## src/rtl/datapath_pkg.sv

```systemverilog
// Shared types for the handshaked ALU pipeline: opcode encoding and the result flag bundle.
package datapath_pkg;

    typedef enum logic [2:0] {
        OP_ADD = 3'd0,
        OP_SUB = 3'd1,
        OP_AND = 3'd2,
        OP_OR  = 3'd3,
        OP_XOR = 3'd4,
        OP_NOT = 3'd5,
        OP_SHL = 3'd6,
        OP_SHR = 3'd7
    } opcode_e;

    typedef struct packed {
        logic co;
        logic ov;
        logic zero;
    } flags_t;

    localparam flags_t FlagsRst = '{co: 1'b0, ov: 1'b0, zero: 1'b1};

endpackage

```

## src/rtl/datapath_pipe_hs_if.sv

```systemverilog
// Valid/ready operand and result channels of the ALU pipeline.
interface datapath_pipe_hs_if #(
    parameter int unsigned N = 16
);
    logic         in_valid;
    logic         in_ready;
    logic [N-1:0] A;
    logic [N-1:0] B;
    logic [2:0]   opcode;
    logic         out_valid;
    logic         out_ready;
    logic [N-1:0] Y;
    logic         co;
    logic         ov;
    logic         zero;

    modport master (
        output in_valid, A, B, opcode, out_ready,
        input  in_ready, out_valid, Y, co, ov, zero
    );

    modport slave (
        input  in_valid, A, B, opcode, out_ready,
        output in_ready, out_valid, Y, co, ov, zero
    );
endinterface

```

## src/rtl/datapath_alu.sv

```systemverilog
// Combinational signed ALU: add/sub with optional saturation, logic ops and 1-bit shifts.
module datapath_alu
    import datapath_pkg::*;
#(
    parameter int unsigned N   = 16,
    parameter bit          SAT = 1'b0
) (
    input  logic [N-1:0] a_i,
    input  logic [N-1:0] b_i,
    input  opcode_e      op_i,
    output logic [N-1:0] y_o,
    output flags_t       flags_o
);

    localparam logic [N-1:0] MaxPos = {1'b0, {(N-1){1'b1}}};
    localparam logic [N-1:0] MinNeg = {1'b1, {(N-1){1'b0}}};

    logic         sub;
    logic [N:0]   sum;

    // Subtraction is A + ~B + 1 so co reads as "no borrow".
    always_comb begin
        sub = (op_i == OP_SUB);
        sum = {1'b0, a_i} + {1'b0, (sub ? ~b_i : b_i)} + {{N{1'b0}}, sub};
    end

    always_comb begin
        y_o     = '0;
        flags_o = '0;
        unique case (op_i)
            OP_ADD, OP_SUB: begin
                y_o        = sum[N-1:0];
                flags_o.co = sum[N];
                flags_o.ov = (a_i[N-1] == (b_i[N-1] ^ sub)) && (sum[N-1] != a_i[N-1]);
                // Overflow direction always follows the sign of A.
                if (SAT && flags_o.ov) begin
                    y_o = a_i[N-1] ? MinNeg : MaxPos;
                end
            end
            OP_AND: y_o = a_i & b_i;
            OP_OR:  y_o = a_i | b_i;
            OP_XOR: y_o = a_i ^ b_i;
            OP_NOT: y_o = ~a_i;
            OP_SHL: begin
                y_o        = {a_i[N-2:0], 1'b0};
                flags_o.co = a_i[N-1];
                flags_o.ov = a_i[N-1] ^ a_i[N-2];
            end
            OP_SHR: begin
                y_o        = {a_i[N-1], a_i[N-1:1]};
                flags_o.co = a_i[0];
            end
            default: y_o = '0;
        endcase
        flags_o.zero = (y_o == '0);
    end

endmodule

```

## src/rtl/datapath_pipe_hs.sv

```systemverilog
// ALU followed by STAGES valid/ready register slices; STAGES=0 gives a purely combinational path.
module datapath_pipe_hs
    import datapath_pkg::*;
#(
    parameter int unsigned N      = 16,
    parameter int unsigned STAGES = 2,
    parameter bit          SAT    = 1'b0
) (
    input logic               clk,
    input logic               rst,
    datapath_pipe_hs_if.slave bus
);

    logic [N-1:0] alu_y;
    flags_t       alu_flags;

    datapath_alu #(
        .N   (N),
        .SAT (SAT)
    ) u_alu (
        .a_i     (bus.A),
        .b_i     (bus.B),
        .op_i    (opcode_e'(bus.opcode)),
        .y_o     (alu_y),
        .flags_o (alu_flags)
    );

    if (STAGES == 0) begin : g_comb
        assign bus.in_ready  = bus.out_ready;
        assign bus.out_valid = bus.in_valid;
        assign bus.Y         = alu_y;
        assign bus.co        = alu_flags.co;
        assign bus.ov        = alu_flags.ov;
        assign bus.zero      = alu_flags.zero;
    end else begin : g_pipe
        // Index 0 is the ALU output; index g+1 is the register of stage g.
        logic   [STAGES:0]        v_c;
        logic   [STAGES:0][N-1:0] y_c;
        flags_t [STAGES:0]        f_c;
        logic   [STAGES-1:0]      adv;

        assign v_c[0] = bus.in_valid;
        assign y_c[0] = alu_y;
        assign f_c[0] = alu_flags;

        for (genvar g = 0; g < STAGES; g++) begin : g_stage
            logic         valid_q, valid_d;
            logic [N-1:0] y_q, y_d;
            flags_t       flags_q, flags_d;

            // A stage moves when any slot from here to the output is empty or the sink is ready.
            assign adv[g] = bus.out_ready || !(&v_c[STAGES:g+1]);

            always_comb begin
                valid_d = valid_q;
                y_d     = y_q;
                flags_d = flags_q;
                if (adv[g]) begin
                    valid_d = v_c[g];
                    if (v_c[g]) begin
                        y_d     = y_c[g];
                        flags_d = f_c[g];
                    end
                end
            end

            always_ff @(posedge clk or posedge rst) begin
                if (rst) begin
                    valid_q <= 1'b0;
                    y_q     <= '0;
                    flags_q <= FlagsRst;
                end else begin
                    valid_q <= valid_d;
                    y_q     <= y_d;
                    flags_q <= flags_d;
                end
            end

            assign v_c[g+1] = valid_q;
            assign y_c[g+1] = y_q;
            assign f_c[g+1] = flags_q;
        end

        assign bus.in_ready  = adv[0];
        assign bus.out_valid = v_c[STAGES];
        assign bus.Y         = y_c[STAGES];
        assign bus.co        = f_c[STAGES].co;
        assign bus.ov        = f_c[STAGES].ov;
        assign bus.zero      = f_c[STAGES].zero;
    end

endmodule

```

## src/flat_wrapper.sv

```systemverilog
// flat-port wrapper written by rule: the top's interface ports become plain ports
module datapath_pipe_hs_flat import datapath_pkg::*;
#(
    parameter int unsigned N      = 16,
    parameter int unsigned STAGES = 2,
    parameter bit          SAT    = 1'b0
)
  (clk, rst, bus_in_valid, bus_A, bus_B, bus_opcode, bus_out_ready, bus_in_ready, bus_out_valid, bus_Y, bus_co, bus_ov, bus_zero);
  datapath_pipe_hs_if #(.N(N)) bus_i ();
  input logic clk;
  input logic rst;
  input wire logic [$bits(bus_i.in_valid)-1:0] bus_in_valid;
  input wire logic [$bits(bus_i.A)-1:0] bus_A;
  input wire logic [$bits(bus_i.B)-1:0] bus_B;
  input wire logic [$bits(bus_i.opcode)-1:0] bus_opcode;
  input wire logic [$bits(bus_i.out_ready)-1:0] bus_out_ready;
  output wire logic [$bits(bus_i.in_ready)-1:0] bus_in_ready;
  output wire logic [$bits(bus_i.out_valid)-1:0] bus_out_valid;
  output wire logic [$bits(bus_i.Y)-1:0] bus_Y;
  output wire logic [$bits(bus_i.co)-1:0] bus_co;
  output wire logic [$bits(bus_i.ov)-1:0] bus_ov;
  output wire logic [$bits(bus_i.zero)-1:0] bus_zero;
  assign bus_i.in_valid = bus_in_valid;
  assign bus_i.A = bus_A;
  assign bus_i.B = bus_B;
  assign bus_i.opcode = bus_opcode;
  assign bus_i.out_ready = bus_out_ready;
  assign bus_in_ready = bus_i.in_ready;
  assign bus_out_valid = bus_i.out_valid;
  assign bus_Y = bus_i.Y;
  assign bus_co = bus_i.co;
  assign bus_ov = bus_i.ov;
  assign bus_zero = bus_i.zero;
  datapath_pipe_hs #(.N(N), .STAGES(STAGES), .SAT(SAT)) u_core (.clk(clk), .rst(rst), .bus(bus_i));
endmodule
```

## config.mk

```make
export PLATFORM = sky130hd
export DESIGN_NAME = datapath_pipe_hs_flat
export DESIGN_NICKNAME = d
export VERILOG_FILES = /design/src/rtl/datapath_pkg.sv /design/src/rtl/datapath_pipe_hs_if.sv /design/src/rtl/datapath_alu.sv /design/src/rtl/datapath_pipe_hs.sv /design/src/flat_wrapper.sv
export SDC_FILE = /design/constraint.sdc
export NUM_CORES = 1
export LEC_CHECK = 0
export CORE_MARGIN = 8
export CORE_UTILIZATION = 30
export CTS_CLUSTER_DIAMETER = 100
export DETAILED_ROUTE_END_ITERATION = 12
export PLACE_DENSITY_LB_ADDON = 0.12
export SLEW_MARGIN = 20
export SYNTH_ARGS = -nofsm -noshare
export SYNTH_HDL_FRONTEND = slang
export SYNTH_SLANG_ARGS = --single-unit
```

## constraint.sdc

```tcl
create_clock -name clk -period 2.8 [get_ports clk]
set_input_delay 0.28 -clock clk [delete_from_list [all_inputs] [get_ports clk]]
set_output_delay 0.28 -clock clk [all_outputs]
set_load 0.05 [all_outputs]
```

## Yosys cells after proc, flatten, opt, wreduce, memory -nomap -nowiden

Index checks and enable logic that the tools add are counted.

- Flip-flop bits (word level): 40
- Input bits: 39

- $add $sub $neg: 2
- Reduce and logical (&&, ||, !) cells: 11
- Multiplexer cells: 4
- Bitwise operators: 7
- Equality and inequality tests: 9

Operators by type and width:

| cell | number |
|---|---|
| 16-bit case mux with 7 select lines | 1 |
| 16-bit NOT | 2 |
| 16-bit by 16-bit adder with 17-bit output | 1 |
| 17-bit by 1-bit adder with 17-bit output | 1 |
| 16-bit bitwise AND | 1 |
| 16-bit zero test | 1 |
| 16-bit two-way mux | 1 |
| 16-bit bitwise OR | 1 |
| 16-bit XOR | 1 |
| 3-bit equality test, second input constant | 4 |
| 3-bit by 2-bit equality test with 1-bit output, second input constant | 2 |
| 2-bit AND reduction | 3 |
| 3-bit by 1-bit equality test with 1-bit output, second input constant | 1 |
| 3-bit zero test | 1 |
| 1-bit case mux with 3 select lines | 1 |
| 1-bit zero test | 2 |
| 1-bit logical OR | 2 |
| 1-bit case mux with 2 select lines | 1 |
| 2-bit OR reduction | 1 |
| 1-bit XOR | 2 |
| 1-bit equality test | 1 |
| 1-bit logical AND | 1 |
| 1-bit != test | 1 |

## Longest topological paths before layout

Gate-level depths: netlist of the first run.

- Word-level depth: 7
- Depth in mapped cells: 16
- Gate-level depth less buffers: 14

## Hierarchy

Synthesis of the first run repeated with hierarchy kept, for this count alone.

- Cells, all modules: 449
- Area, all modules: 4266.6 µm²

Modules (own cells, without submodules):

| module | cells an instance | area an instance (µm²) | times used | seq. area each (µm²) |
|---|---|---|---|---|
| datapath_alu | 362 | 2652.5 | 1 | 0.0 |
| datapath_pipe_hs | 87 | 1614.0 | 1 | 1003.5 |

## Worst setup path before layout of the first run

No wires, ideal clock.

- Path type: input-to-reg
- From: input port bus_opcode[1]
- To: register u_core.g_pipe.g_stage[0].flags_q, in the netlist u_core.g_pipe.f_c[3]
- Arrival time: 3.530 ns
- Path slack: -0.828 ns
- Path buffers: 5
- Required time: 2.703 ns
- Cell stages on the path: 16
- Cells stage by stage: buf_4 buf_2 buf_2 nor2_1 buf_2 xnor2_1 ha_1 clkbuf_1 nand3_1 nor3b_1 o211ai_1 o211ai_2 o211ai_2 xnor2_2 o32a_2 o41ai_2

- Word-level cells in the longest chain between the ends: 6
- Elaborated cells on any way between the ends: 14

RTL lines:

| item | RTL line | text |
|---|---|---|
| start: declaration | flat_wrapper.sv:15 | `input wire logic [$bits(bus_i.opcode)-1:0] bus_opcode;` |
| 3-bit by 1-bit equality test with 1-bit output | datapath_alu.sv:23, datapath_alu.sv:30 |  |
| 16-bit two-way mux | datapath_alu.sv:24 | `sum = {1'b0, a_i} + {1'b0, (sub ? ~b_i : b_i)} + {{N{1'b0}}, sub};` |
| 16-bit by 16-bit adder with 17-bit output | datapath_alu.sv:24 |  |
| 17-bit by 1-bit adder with 17-bit output | datapath_alu.sv:24 |  |
| 16-bit case mux with 7 select lines (*) | datapath_alu.sv:30 | `unique case (op_i)` |
| 16-bit zero test (*) | datapath_alu.sv:55 | `flags_o.zero = (y_o == '0);` |
| end signal: assignment | datapath_pipe_hs.sv:71 | `flags_q <= FlagsRst;` |
| end signal: assignment | datapath_pipe_hs.sv:75 | `flags_q <= flags_d;` |
| end: declaration | datapath_pipe_hs.sv:49 | `flags_t flags_q, flags_d;` |

Mark *: on every way between the ends. The rest lies on a longest branch, timed or not.
A chain may end at the register's enable or synchronous reset.

## Worst setup path after layout of the first run

Ends and elaborated chain as after synthesis.

==> impl_metrics.ini, run 1 <==
[routing]
first_iter_violations = 200
vias = 3990
viasPerCell = 4.896
avgRoutedWirePerCell_um = 15.15
totalWireLength_mm = 12.35
postRouteAntennaNets = 0
drc = 0
drt_pre_antenna_iters = 4

[layout]
diodes = 0
utilization_pct = 46.40
final_nets = 729
drive_gt1_share_pct = 34.43
syn2layout_area_growth_pct = 51.25
stdcell_count = 815

[synthesis]
ys_types = 66
synth_top_cell_by_area = dfrtp_1
avgSynthCellArea_um2 = 8.681
yosysWarnings = 0
ys_ff_latch = 40
yosysSeqAreaShare_pct = 24.70
async_flop_share_pct = 100.0
synth-main-ff-cell = dfrtp_1
synth.top_cell.area_share_pct = 23.41
netlist_area_um2 = 4063
syn-num-nets = 559
synthCells = 468
synth_edf_count = 0
synth_area_leaders = dfrtp_1 (23%), ha_1 (16%), mux2_2 (7.2%)

[clocking]
root_buffer = clkbuf_16
cts_max_level = 2
cts_num_sinks = 40
path_clk_slew_ns = 0.06
cts_hold_buf = 0
clockBufferDepth = 2
cts_tree = built
tritoncts.num_buffers = 5
insertion_delay_ns = 0.28

[critical_path]
cpLargestDelayFamily = simple AND/OR/NAND/NOR gates
startpoint = bus_opcode[1]
end_kind = flip-flop
worstPathBufferInverterCount = 1
rr_startpoint = u_core.bus.out_valid
path_depth = 12
r2r_end = u_core.g_pipe.f_c[3]
worstPathArrival_ns = 2.88
regToRegSetupSlack_ns = 0.90
cp_cell_sequence = buf_6 -> or4b_4 -> a21boi_4 -> fa_2 -> nand2b_4 -> a21oi_2 -> xor2_1 -> a221o_1 -> nand2b_4 -> nor4_4 -> o2111ai_2 -> o41ai_2
required_ns = 2.98
path_max_fanout = 3
critPathMaxStageDelay_ns = 0.55
path_common_cell = nand2b_4
crit_path_start_kind = primary input
crit_type = in -> reg
slowest_stage = or4b_4
r2r_cells = 7
worstSetupEndpoint = u_core.g_pipe.f_c[3]

[die]
io_pins = 60
dieHeight_um = 132.4
placementRows = 42
start_util_pct = 30.68
coreArea_um2 = 13240
die-area_um2 = 17520
die_w_um = 132.4

[sta]
maxSlewHeadroom_pct = 40.92
drv_slew = 0
period_share_pct = 96.41
fmaxAchievable_ghz = 0.3704
hold_viol_final = 0
finalCriticalPeriod_ns = 2.699
skew_ns = 0.002219
setup_viol_count_final = 0
holdWs_ns = 0.4274
setup_tns_ns = 0
tightest_slew_ns = 0.8843

[grt]
antenna_found_initial = 0
gr-total-overflow = 0
grt_pass1_wl_mm = 20.09
grt_max_degree = 41
grt_pass1_vias = 3982
globalRouteTotalUtil_pct = 13.84

[pwr]
total_power_w = 0.002823
p_leak_nw = 2.932
power_density_nw_per_um2 = 459.4
vdd_drop_max_mv = 0.2285

[placement]
io_buffers = 59
dp.cells = 798
routabilityCongestion = 0.8453
place_hpwl_mm = 10.22

[worst_hold_path]
hold_class = in -> async

[status]
status = complete, no violations

[run]
drv_cap = 0
registers in the layout, summed over array words and instances, names as in the netlist:
| register | cells |
|---|---|
| u_core.g_pipe.g_stage.y_q | 16 |
| u_core.g_pipe.f_c | 3 |
| u_core.bus.Y | 16 |
| u_core.g_pipe.g_stage.valid_q | 1 |
| u_core.bus.co | 1 |
| u_core.bus.out_valid | 1 |
| u_core.bus.ov | 1 |
| u_core.bus.zero | 1 |
tightest hold or removal path, cell delays in order:
cell and delay [ns]:
clkdlybuf4s50_1 0.40, inv_1 0.05, buf_4 0.41
how the worst min path moves through the flow:
stage,startpoint,end,slack [ns],cells after the start
after floorplan,bus_in_valid,u_core.g_pipe.g_stage[0].valid_q,0.39,1
final,rst,u_core.bus.Y[13],0.43,3
after detailed placement,u_core.g_pipe.g_stage[0].y_q[13],u_core.g_pipe.g_stage[0].y_q[13],0.47,1
after global routing,u_core.g_pipe.g_stage[0].y_q[13],u_core.g_pipe.g_stage[0].y_q[13],0.50,1
after CTS,rst,u_core.bus.Y[13],0.45,3
after global placement,u_core.g_pipe.g_stage[0].y_q[2],u_core.g_pipe.g_stage[0].y_q[2],0.47,2
metrics by stage:
step / area (um^2) / worst slack [ns]
2_1_floorplan: 4159 / -0.1813
3_3_place_gp: 5709 / -0.8105
3_5_place_dp: 5709 / -0.8654
4_1_cts: 5907 / -0.06121
5_1_grt: 6145 / -0.009321
6_report: 6145 / 0.1006
cells in the mapped netlist (7+ instances only):
| cell | count |
|---|---|
| xnor2_1 | 21 |
| nor2_1 | 22 |
| o21ai_0 | 31 |
| inv_1 | 39 |
| mux2_2 | 26 |
| nor3_1 | 9 |
| clkbuf_1 | 13 |
| nand2_1 | 37 |
| ha_1 | 51 |
| nand3_1 | 13 |
| nand2b_1 | 8 |
| a221oi_1 | 7 |
| a21oi_1 | 25 |
| dfrtp_1 | 38 |
| mux2i_1 | 11 |
cell usage in the layout, fill, tap and decap left out, drive strengths merged, types with 3 or more instances in the layout:
master,instances
buf,132
ha,51
clkdlybuf4s50,48
inv,41
dfrtp,38
nand2,37
o21ai,35
mux2,27
a21oi,26
nor2,22
xnor2,22
nand3,13
mux2i,11
nor3,9
a221oi,8
nand2b,8
dlymetal6s2s,7
o211ai,7
o22ai,6
a211oi,6
nor2b,6
a221o,6
clkbuf,6
a21o,5
and2,4
nor4,4
a31oi,4
a211o,3
o31ai,3
o2111ai,3
metal layers:
layer  vias to the layer above  share of wire [%]  wire length [um]  GRT usage (%)
met4                         0               0.69                85          2.965
met5                         -                  0                 0              0
met2                        97                 44              5453          21.89
met1                      1842                 51              6265          19.16
met3                         6                4.4               542          2.401
li1                       2045                  -                 -              -
layout make-up:
cell class	instances	area, um^2
fillers	1328	7098
multi-input cells	363	3019
repair buffers	187	1597
flip-flops and latches	40	1003
well taps	176	220.2
inverters	41	156.4
clock buffers	6	138.9
clock inverters	2	10.01
power by group:
part | total [W] | switching [W] | internal, W | leakage [nW]
clock network | 0.000556 | 0.000206 | 0.000350 | 0.0766
registers | 0.000772 | 0.0000651 | 0.000707 | 0.491
logic | 0.00149 | 0.000806 | 0.000689 | 2.36
repair_timing:
item | CTS | global route
endpoints found under the hold margin | 0 | 0
resized for setup | 29 | 45
cloned | 0 | 0
endpoints found under the setup margin | 14 | 4
pin swaps | 8 | 28
setup buffers | 0 | 9
logic make-up after synthesis:
kind of cell / after synthesis / share of synthesized area (%)
buf+inv: 65 / 6.560
flops: 40 / 24.70
xor+xnor: 24 / 5.359
mux: 38 / 10.29
fa+ha+maj: 52 / 16.20
compound gates: 134 / 22.98
simple gates: 115 / 13.92
Power figures use the tool's default switching activity.
==> run 2: changes to the inputs <==
--- a/config.mk
+++ b/config.mk
@@ -10,7 +10,6 @@
 export CTS_CLUSTER_DIAMETER = 100
 export DETAILED_ROUTE_END_ITERATION = 12
 export PLACE_DENSITY_LB_ADDON = 0.12
-export SLEW_MARGIN = 20
 export SYNTH_ARGS = -nofsm -noshare
 export SYNTH_HDL_FRONTEND = slang
 export SYNTH_SLANG_ARGS = --single-unit
==> results of run 2 <==
The final DEF is identical to that of run 1; final timing and power are the same.
